`src/rtl/ldtu_ctrl_pkg.sv`:
```
// Shared definitions for the LiTE-DTU link sequencer: state encoding and
// default parameter values used by the RTL and its testbench.
package ldtu_ctrl_pkg;

    typedef enum logic [1:0] {
        ST_HOLD  = 2'd0,
        ST_FLUSH = 2'd1,
        ST_SYNCH = 2'd2,
        ST_RUN   = 2'd3
    } ctrl_state_t;

    localparam int DEF_FLUSH_CYCLES = 8;
    localparam int DEF_SYNCH_MIN    = 16;
    localparam int DEF_HS_TIMEOUT   = 64;
    localparam int DEF_CNT_W        = 8;
    localparam int DEF_TMR_W        = 8;

endpackage

```
`src/rtl/ldtu_link_monitor.sv`:
```
// Link health monitor: saturating lost-data counter, handshake watchdog
// arithmetic and the sticky timeout flag, both cleared by clr_cnt.
module ldtu_link_monitor
    import ldtu_ctrl_pkg::*;
#(
    parameter int CNT_W      = DEF_CNT_W,
    parameter int TMR_W      = DEF_TMR_W,
    parameter int HS_TIMEOUT = DEF_HS_TIMEOUT
) (
    input  logic             CLK,
    input  logic             rst_b,
    input  logic             in_run,
    input  logic             wd_active,
    input  logic             handshake,
    input  logic             losing_data,
    input  logic             clr_cnt,
    input  logic [TMR_W-1:0] wd_timer,
    output logic [TMR_W-1:0] wd_timer_next,
    output logic [CNT_W-1:0] lost_cnt,
    output logic             link_err
);

    localparam logic [TMR_W-1:0] HS_LIMIT = TMR_W'(HS_TIMEOUT);
    localparam logic [TMR_W-1:0] HS_LAST  = TMR_W'(HS_TIMEOUT - 1);

    logic [CNT_W-1:0] lost_cnt_reg;
    logic             link_err_reg;
    logic             wd_timeout;
    logic             cnt_inc;

    always_comb begin
        wd_timer_next = wd_timer;
        if (handshake) begin
            wd_timer_next = '0;
        end else if (wd_timer < HS_LIMIT) begin
            wd_timer_next = wd_timer + 1'b1;
        end
    end

    // Flag fires on the step that reaches the limit; the saturated timer
    // does not keep re-arming it after a clear.
    assign wd_timeout = wd_active && !handshake && (wd_timer == HS_LAST);
    assign cnt_inc    = in_run && losing_data && !(&lost_cnt_reg);

    always_ff @(posedge CLK) begin
        if (!rst_b) begin
            lost_cnt_reg <= '0;
            link_err_reg <= 1'b0;
        end else if (clr_cnt) begin
            lost_cnt_reg <= '0;
            link_err_reg <= 1'b0;
        end else begin
            if (cnt_inc) begin
                lost_cnt_reg <= lost_cnt_reg + 1'b1;
            end
            if (wd_timeout) begin
                link_err_reg <= 1'b1;
            end
        end
    end

    assign lost_cnt = lost_cnt_reg;
    assign link_err = link_err_reg;

endmodule

```
`src/rtl/ldtu_link_ctrl.sv`:
```
// LiTE-DTU output datapath sequencer: start-up flush, calibration/test hold,
// synch pattern requests, per-orbit flush and link health monitoring.
module ldtu_link_ctrl
    import ldtu_ctrl_pkg::*;
#(
    parameter int FLUSH_CYCLES = DEF_FLUSH_CYCLES,
    parameter int SYNCH_MIN    = DEF_SYNCH_MIN,
    parameter int HS_TIMEOUT   = DEF_HS_TIMEOUT,
    parameter int CNT_W        = DEF_CNT_W,
    parameter int TMR_W        = DEF_TMR_W
) (
    input  logic             CLK,
    input  logic             rst_b,
    input  logic             cal_busy,
    input  logic             test_enable,
    input  logic             synch_req,
    input  logic             orbit_flush_en,
    input  logic             Orbit,
    input  logic             handshake,
    input  logic             losing_data,
    input  logic             clr_cnt,
    output logic             flush,
    output logic             synch,
    output logic             ready,
    output logic [1:0]       state,
    output logic [CNT_W-1:0] lost_cnt,
    output logic             link_err
);

    localparam logic [TMR_W-1:0] FLUSH_LOAD = TMR_W'(FLUSH_CYCLES - 1);
    localparam logic [TMR_W-1:0] SYNCH_TGT  = TMR_W'(SYNCH_MIN);

    ctrl_state_t      state_reg, state_next;
    logic [TMR_W-1:0] timer_reg, timer_next;
    logic [TMR_W-1:0] wd_timer_next;
    logic             flush_reg, synch_reg, ready_reg;
    logic             hold_req;
    logic             wd_active;

    assign hold_req = cal_busy | test_enable;

    always_comb begin
        state_next = state_reg;
        timer_next = timer_reg;
        wd_active  = 1'b0;
        if (hold_req) begin
            state_next = ST_HOLD;
            timer_next = '0;
        end else begin
            case (state_reg)
                ST_HOLD: begin
                    state_next = ST_FLUSH;
                    timer_next = FLUSH_LOAD;
                end
                ST_FLUSH: begin
                    if (timer_reg == '0) begin
                        state_next = synch_req ? ST_SYNCH : ST_RUN;
                        timer_next = '0;
                    end else begin
                        timer_next = timer_reg - 1'b1;
                    end
                end
                ST_SYNCH: begin
                    // Minimum synch length is enforced even if the request drops early.
                    if (!synch_req && (timer_reg == SYNCH_TGT)) begin
                        state_next = ST_FLUSH;
                        timer_next = FLUSH_LOAD;
                    end else if (handshake && (timer_reg < SYNCH_TGT)) begin
                        timer_next = timer_reg + 1'b1;
                    end
                end
                ST_RUN: begin
                    if (synch_req) begin
                        state_next = ST_SYNCH;
                        timer_next = '0;
                    end else if (Orbit && orbit_flush_en) begin
                        state_next = ST_FLUSH;
                        timer_next = FLUSH_LOAD;
                    end else begin
                        wd_active  = 1'b1;
                        timer_next = wd_timer_next;
                    end
                end
                default: begin
                    state_next = ST_FLUSH;
                    timer_next = FLUSH_LOAD;
                end
            endcase
        end
    end

    // Control outputs are registered from the next state so they line up
    // exactly with state_reg and never glitch.
    always_ff @(posedge CLK) begin
        if (!rst_b) begin
            state_reg <= ST_FLUSH;
            timer_reg <= FLUSH_LOAD;
            flush_reg <= 1'b0;
            synch_reg <= 1'b0;
            ready_reg <= 1'b0;
        end else begin
            state_reg <= state_next;
            timer_reg <= timer_next;
            flush_reg <= (state_next == ST_SYNCH) || (state_next == ST_RUN);
            synch_reg <= (state_next == ST_SYNCH);
            ready_reg <= (state_next == ST_RUN);
        end
    end

    ldtu_link_monitor #(
        .CNT_W      (CNT_W),
        .TMR_W      (TMR_W),
        .HS_TIMEOUT (HS_TIMEOUT)
    ) u_monitor (
        .CLK           (CLK),
        .rst_b         (rst_b),
        .in_run        (state_reg == ST_RUN),
        .wd_active     (wd_active),
        .handshake     (handshake),
        .losing_data   (losing_data),
        .clr_cnt       (clr_cnt),
        .wd_timer      (timer_reg),
        .wd_timer_next (wd_timer_next),
        .lost_cnt      (lost_cnt),
        .link_err      (link_err)
    );

    assign flush = flush_reg;
    assign synch = synch_reg;
    assign ready = ready_reg;
    assign state = state_reg;

endmodule

```
`config.mk`:
```
export PLATFORM = sky130hd
export DESIGN_NAME = ldtu_link_ctrl
export DESIGN_NICKNAME = d
export VERILOG_FILES = /design/src/rtl/ldtu_ctrl_pkg.sv /design/src/rtl/ldtu_link_monitor.sv /design/src/rtl/ldtu_link_ctrl.sv
export SDC_FILE = /design/constraint.sdc
export NUM_CORES = 1
export LEC_CHECK = 0
export ABC_AREA = 1
export CAP_MARGIN = 20
export CORE_MARGIN = 8
export CORE_UTILIZATION = 45
export CTS_CLUSTER_SIZE = 16
export DETAILED_ROUTE_END_ITERATION = 10
export PLACE_DENSITY_LB_ADDON = 0.15
export SLEW_MARGIN = 20
export SYNTH_ARGS = -nofsm -noshare
export SYNTH_HDL_FRONTEND = slang
export SYNTH_SLANG_ARGS = --single-unit
```
`constraint.sdc`:
```
create_clock -name CLK -period 1.8 [get_ports CLK]
set_input_delay 0.45 -clock CLK [delete_from_list [all_inputs] [get_ports CLK]]
set_output_delay 0.45 -clock CLK [all_outputs]
set_load 0.02 [all_outputs]
```
== Word level (Yosys, flattened, before mapping) ==
Cells that the tools add are included.

* Output and inout port bits: 14
* Memories kept: 0
* Bits in writable memories: 0
* ROM bits: 0
* Input port bits: 10
* Latch bits: 0
* Flip-flop bits (word level): 22
* Word-level logic and storage cells: 64

* Add/sub/neg operators: 3
* Multiply operators: 0
* Mux-type cells: 20
* Shift-type cells: 0
* Divide/modulo/power cells: 0
* Bitwise operators: 2
* Order comparisons: 2
* Equal/unequal tests: 11
* Reduce and logical (&&, ||, !) cells: 18

{| class="wikitable"
|+ Operator list
! kind !! count
|-
| two-way mux 8 bit || 7
|-
| case mux 8 bit (4 select lines) || 1
|-
| adder 8 x 1 -> 8 bit, second input constant || 2
|-
| two-way mux 2 bit || 5
|-
| == test 2 bit, second input constant || 4
|-
| == test 8 x 5 -> 1 bit, second input constant || 1
|-
| == test 8 x 6 -> 1 bit, second input constant || 1
|-
| zero test 8 bit || 1
|-
| < comparator 8 x 5 -> 1 bit, second input constant || 1
|-
| < comparator 8 x 7 -> 1 bit, second input constant || 1
|-
| case mux 2 bit (4 select lines) || 1
|-
| AND reduction 8 bit || 1
|-
| subtractor 8 x 1 -> 8 bit, second input constant || 1
|-
| logical AND 1 bit || 7
|-
| inequality test 6 bit, second input constant || 1
|-
| two-way mux 1 bit || 5
|-
| inequality test 5 bit, second input constant || 1
|-
| inequality test 4 bit, second input constant || 1
|-
| AND reduction 2 bit || 2
|-
| OR reduction 2 bit || 2
|-
| zero test 1 bit || 3
|-
| two-way mux 3 bit || 1
|-
| inequality test 3 bit, second input constant || 1
|-
| == test 2 x 1 -> 1 bit, second input constant || 1
|-
| other kinds (4) || 4
|}

== Logic depth before layout (Yosys ltp) ==
* Depth in word-level cells: 7
* Mapped depth: 11
* Gate-level depth less buffers: 11

== By module ==
Synthesis repeated with hierarchy kept, for this count alone.

* Cell total of the unflattened synthesis: 291
* Area, all modules: 1835.5 µm²

{| class="wikitable"
|+ By module, submodules not included
! module !! instances !! area an instance (µm²) !! cells an instance
|-
| ldtu_link_ctrl || 1 || 1138.6 || 174
|-
| ldtu_link_monitor || 1 || 696.9 || 117
|}

== Least setup slack after synthesis ==
No wires, ideal clock.

* Path kind: reg-to-reg
* Start point: reg u_monitor.lost_cnt_reg[0] (netlist: u_monitor.lost_cnt[0])
* End point: reg u_monitor.lost_cnt_reg[0] (netlist: u_monitor.lost_cnt[0])
* Clock period less this slack: 1.474 ns
* Arrival: 1.342 ns
* Required time: 1.668 ns
* Slack: 0.326 ns
* Buffers on the path: 0
* Stages on the path, launching flop included: 7
* Path through: dfxtp_1 -> ha_1 -> nand4_2 -> o21ai_4 -> inv_2 -> o21ai_1 -> a21oi_1

* Word-level cells in the longest chain between the ends: 3
* Elaborated cells on any way between the ends: 4
* Classes of those cells: add/sub: 1; reduce/logical: 3

{| class="wikitable"
|+ Ends and longest elaborated chain
! item !! line !! RTL
|-
| start: declaration || ldtu_link_monitor.sv:26 || <nowiki>logic [CNT_W-1:0] lost_cnt_reg;</nowiki>
|-
| start signal: assignment || ldtu_link_monitor.sv:54 || <nowiki>lost_cnt_reg <= lost_cnt_reg + 1'b1;</nowiki>
|-
| branches (longest 3 deep; another with adder 8 x 1 -> 8 bit) || n/a ||
|}

Several ways; the timed one is not identified.
A chain may end at the register's enable or synchronous reset.

== Worst setup path in the final report ==
* Start point: reg u_monitor.link_err_reg (netlist: u_monitor.link_err)
* End point: out link_err

{| class="wikitable"
|+ RTL lines
! item !! line !! RTL
|-
| start: declaration || ldtu_link_monitor.sv:27 || <nowiki>logic link_err_reg;</nowiki>
|-
| start signal: assignment || ldtu_link_monitor.sv:48 || <nowiki>link_err_reg <= 1'b0;</nowiki>
|-
| start signal: assignment || ldtu_link_monitor.sv:51 || <nowiki>link_err_reg <= 1'b0;</nowiki>
|-
| start signal: assignment || ldtu_link_monitor.sv:57 || <nowiki>link_err_reg <= 1'b1;</nowiki>
|-
| end: declaration || ldtu_link_ctrl.sv:27 || <nowiki>output logic link_err</nowiki>
|}

No word-level cell between the ends.

==> metrics.cfg <==
[power_and_ir_drop]
peakVddDrop_mv = 0.297
total_power_w = 0.000876
power_density_mw_per_mm2 = 488
power.leakage_nw = 0.848

[synth]
synth_top_cell_by_area = dfxtp_1
synthTopCellsByArea = dfxtp_1 31%, nand2_1 15%, nand3_1 7.6%, inv_1 6.0%, nor2_1 5.0%
ys_seq_area_frac = 0.306
postSynthRegisterBits = 22
netlist_area_mm2 = 0.00144
yosysTopAreaCellShare = 0.306
synth_cells = 214
avgSynthCellArea_um2 = 6.73
ys_warn_count = 0
synth_fp_nets = 227
ys_types = 28

[worst_setup_path]
worst-path-buf-inv = 1
critPathLaunch = u_monitor.link_err$_SDFFE_PP0P_
worst-setup-path-type = reg -> out
end_kind = primary output
crit_fanout = 2
cp_top_family = buffers and inverters
worstPathRequired_ns = 1.35
crit_slowest_cell = clkdlybuf4s50_1
r2r_start = timer_reg[0]$_SDFFE_PN1P_
crit_path_max_incr_delay_ns = 0.62
r2r_end = timer_reg[5]$_SDFFE_PP0P_
r2r_setup_slack_ns = 0.18
crit_chain = clkdlybuf4s50_1
reg2reg_depth = 11
critPathArrivalTime_ns = 1.29
cp-start-kind = flop
cp-endpoint = link_err
path_depth = 1

[final_layout]
area_growth_pct = 24.8
stdcell_area_mm2 = 0.00180
stdcell_count = 290
drive_above_1_share = 0.179
final_core_util = 0.589
multi_input_area_um2 = 876
final_common_cell = nand2_1
regArea_um2 = 440
n_fill_cell = 308
layout.nets = 261
layout_common_cells = 58 x nand2_1, 23 x inv_1, 22 x nand3_1, 22 x dfxtp_1, 19 x nor2_1
antenna_cells = 0

[detailed_routing]
drt_iter0_drc = 58
drtPass1Iterations = 4
drc = 0
drtAntennaViolNets = 0
avgRoutedWirePerCell_um = 11.2
wl_mm = 3.24
viasPerCell = 4.75
dr_total_vias = 1378

[die]
coreArea_mm2 = 0.00305
core.rowCount = 20
start_util = 0.472
die-width_um = 72.6
die-area_mm2 = 0.00527
die_h_um = 72.6
io-pin-count = 24

[place]
hpwl_mm = 2.66
gp_congestion = 0.911
dpl-instance-area_mm2 = 0.00177
numPortBuffers = 23
place_inst = 287

[timing]
slew_headroom = 0.811
fmax_mhz = 575
finalSetupViolations = 0
hold_ws_ns = 0.474
tightest_slew_ns = 0.283
finalHoldViolCount = 0
maxSlewViolCount = 0
grt_setup_unrepaired = no
period_share = 0.966
period_minus_slack_ns = 1.74
final.setup_skew_ns = 0.00460

[global_route]
grt_usage = 0.131
antenna_found_initial = 0
grt-ovfl-total = 0
grt_first_pass_wirelength_mm = 5.61
grt_pass1_vias = 1328
grt_start_max_net_pins = 12

[clocking]
root_buffer = clkbuf_4
postCtsSetupBuffers = 0
path_clk_slew_ns = 0.12
clk_latency_ns = 0.30
numCtsBuffers = 3
clockBufferDepth = 2
tritoncts = done
ctsHtreeMaxLevel = 1
cts_sinks = 22

[outcome]
status = completed

[hold_path]
hold_class = reg -> reg

[run]
drv_cap = 0

## report_power, final
group	internal (W)	total [W]	switching (W)	leakage, nW
sequential	0.000495	0.000504	0.00000925	0.179
clock	0.0000780	0.000222	0.000144	0.0138
combinational	0.0000680	0.000151	0.0000827	0.655
total	0.000641	0.000876	0.000236	0.848
## worst min-delay path by stage
stage                                       startpoint                            endpoint  cells after the start
floorplan                    timer_reg[7]$_SDFFE_PP0P_           timer_reg[7]$_SDFFE_PP0P_                      2
global placement    u_monitor.lost_cnt[4]$_SDFFE_PP0P_  u_monitor.lost_cnt[4]$_SDFFE_PP0P_                      2
detailed placement  u_monitor.lost_cnt[4]$_SDFFE_PP0P_  u_monitor.lost_cnt[4]$_SDFFE_PP0P_                      2
CTS                 u_monitor.lost_cnt[4]$_SDFFE_PP0P_  u_monitor.lost_cnt[4]$_SDFFE_PP0P_                      2
global route        u_monitor.lost_cnt[4]$_SDFFE_PP0P_  u_monitor.lost_cnt[4]$_SDFFE_PP0P_                      2
finish              u_monitor.lost_cnt[4]$_SDFFE_PP0P_  u_monitor.lost_cnt[4]$_SDFFE_PP0P_                      2
## synthesized netlist by cell type
library cell	n
inv_2	6
nand3_2	6
o21ai_0	5
nor3_1	3
a21oi_1	13
nand2_4	1
or2_1	1
nor2_1	19
buf_6	1
nand2_1	58
clkinv_4	1
nor4_1	1
nand3_1	22
nand2_2	5
dfxtp_1	22
or2_2	1
a21oi_2	1
nor2_4	1
inv_1	23
ha_1	3
a21boi_0	1
o21ai_4	1
xor2_1	5
nor2_8	2
nand4_2	1
nor2_2	8
nor3b_1	1
o21ai_1	2
## per-stage QoR
| step | worst slack, ns | setup TNS, ns |
|---|---|---|
| 4_1_cts | 0.000587 | 0 |
| 6_report | 0.0608 | 0 |
| 3_5_place_dp | -0.0619 | -0.293 |
| 2_1_floorplan | 0.326 | 0 |
| 5_1_grt | 0.00620 | 0 |
| 3_3_place_gp | -0.0139 | -0.0511 |
## timing repair
item                       CTS  global route
hold buffers                 0             0
resized for setup            4             4
setup endpoints to repair    4             7
## worst reg2reg max path: stages (launching register included)
cell and delay, ns:
dfxtp_1 0.36, inv_1 0.10, ha_1 0.24, nand2_1 0.11, nor2_4 0.14, nand3_2 0.11
nand2_2 0.13, nand2_2 0.09, nand2_1 0.07, nand2_1 0.05, nand2_1 0.05, a21oi_1 0.05
## final cells by class
class	count	area share
multi-input combinational	161	0.487
sequential	22	0.245
clock buffer	3	0.0125
inverter	30	0.0655
timing repair buffer	30	0.159
tap	44	0.0306
## cell families (layout without fill, tap and decap cells)
| family | Yosys count | in the layout | share of synthesized area |
|---|---|---|---|
| AND/OR/NAND/NOR | 130 | 130 | 0.456 |
| buffers and inverters | 31 | 63 | 0.0895 |
| AO/OA/AOI/OAI | 23 | 23 | 0.0921 |
| flip-flops | 22 | 22 | 0.306 |
| XOR/XNOR | 5 | 5 | 0.0304 |
| adder cells (fa/ha/maj) | 3 | 3 | 0.0261 |
## routing by layer
metal | routed length (um) | up-vias | global-route usage
li1 | - | 741 | -
met1 | 1580 | 617 | 0.158
met2 | 1560 | 18 | 0.226
met3 | 74 | 2 | 0.0192
met4 | 23 | 0 | 0.0489
met5 | 0 | - | 0
Power figures use the tool's default switching activity.
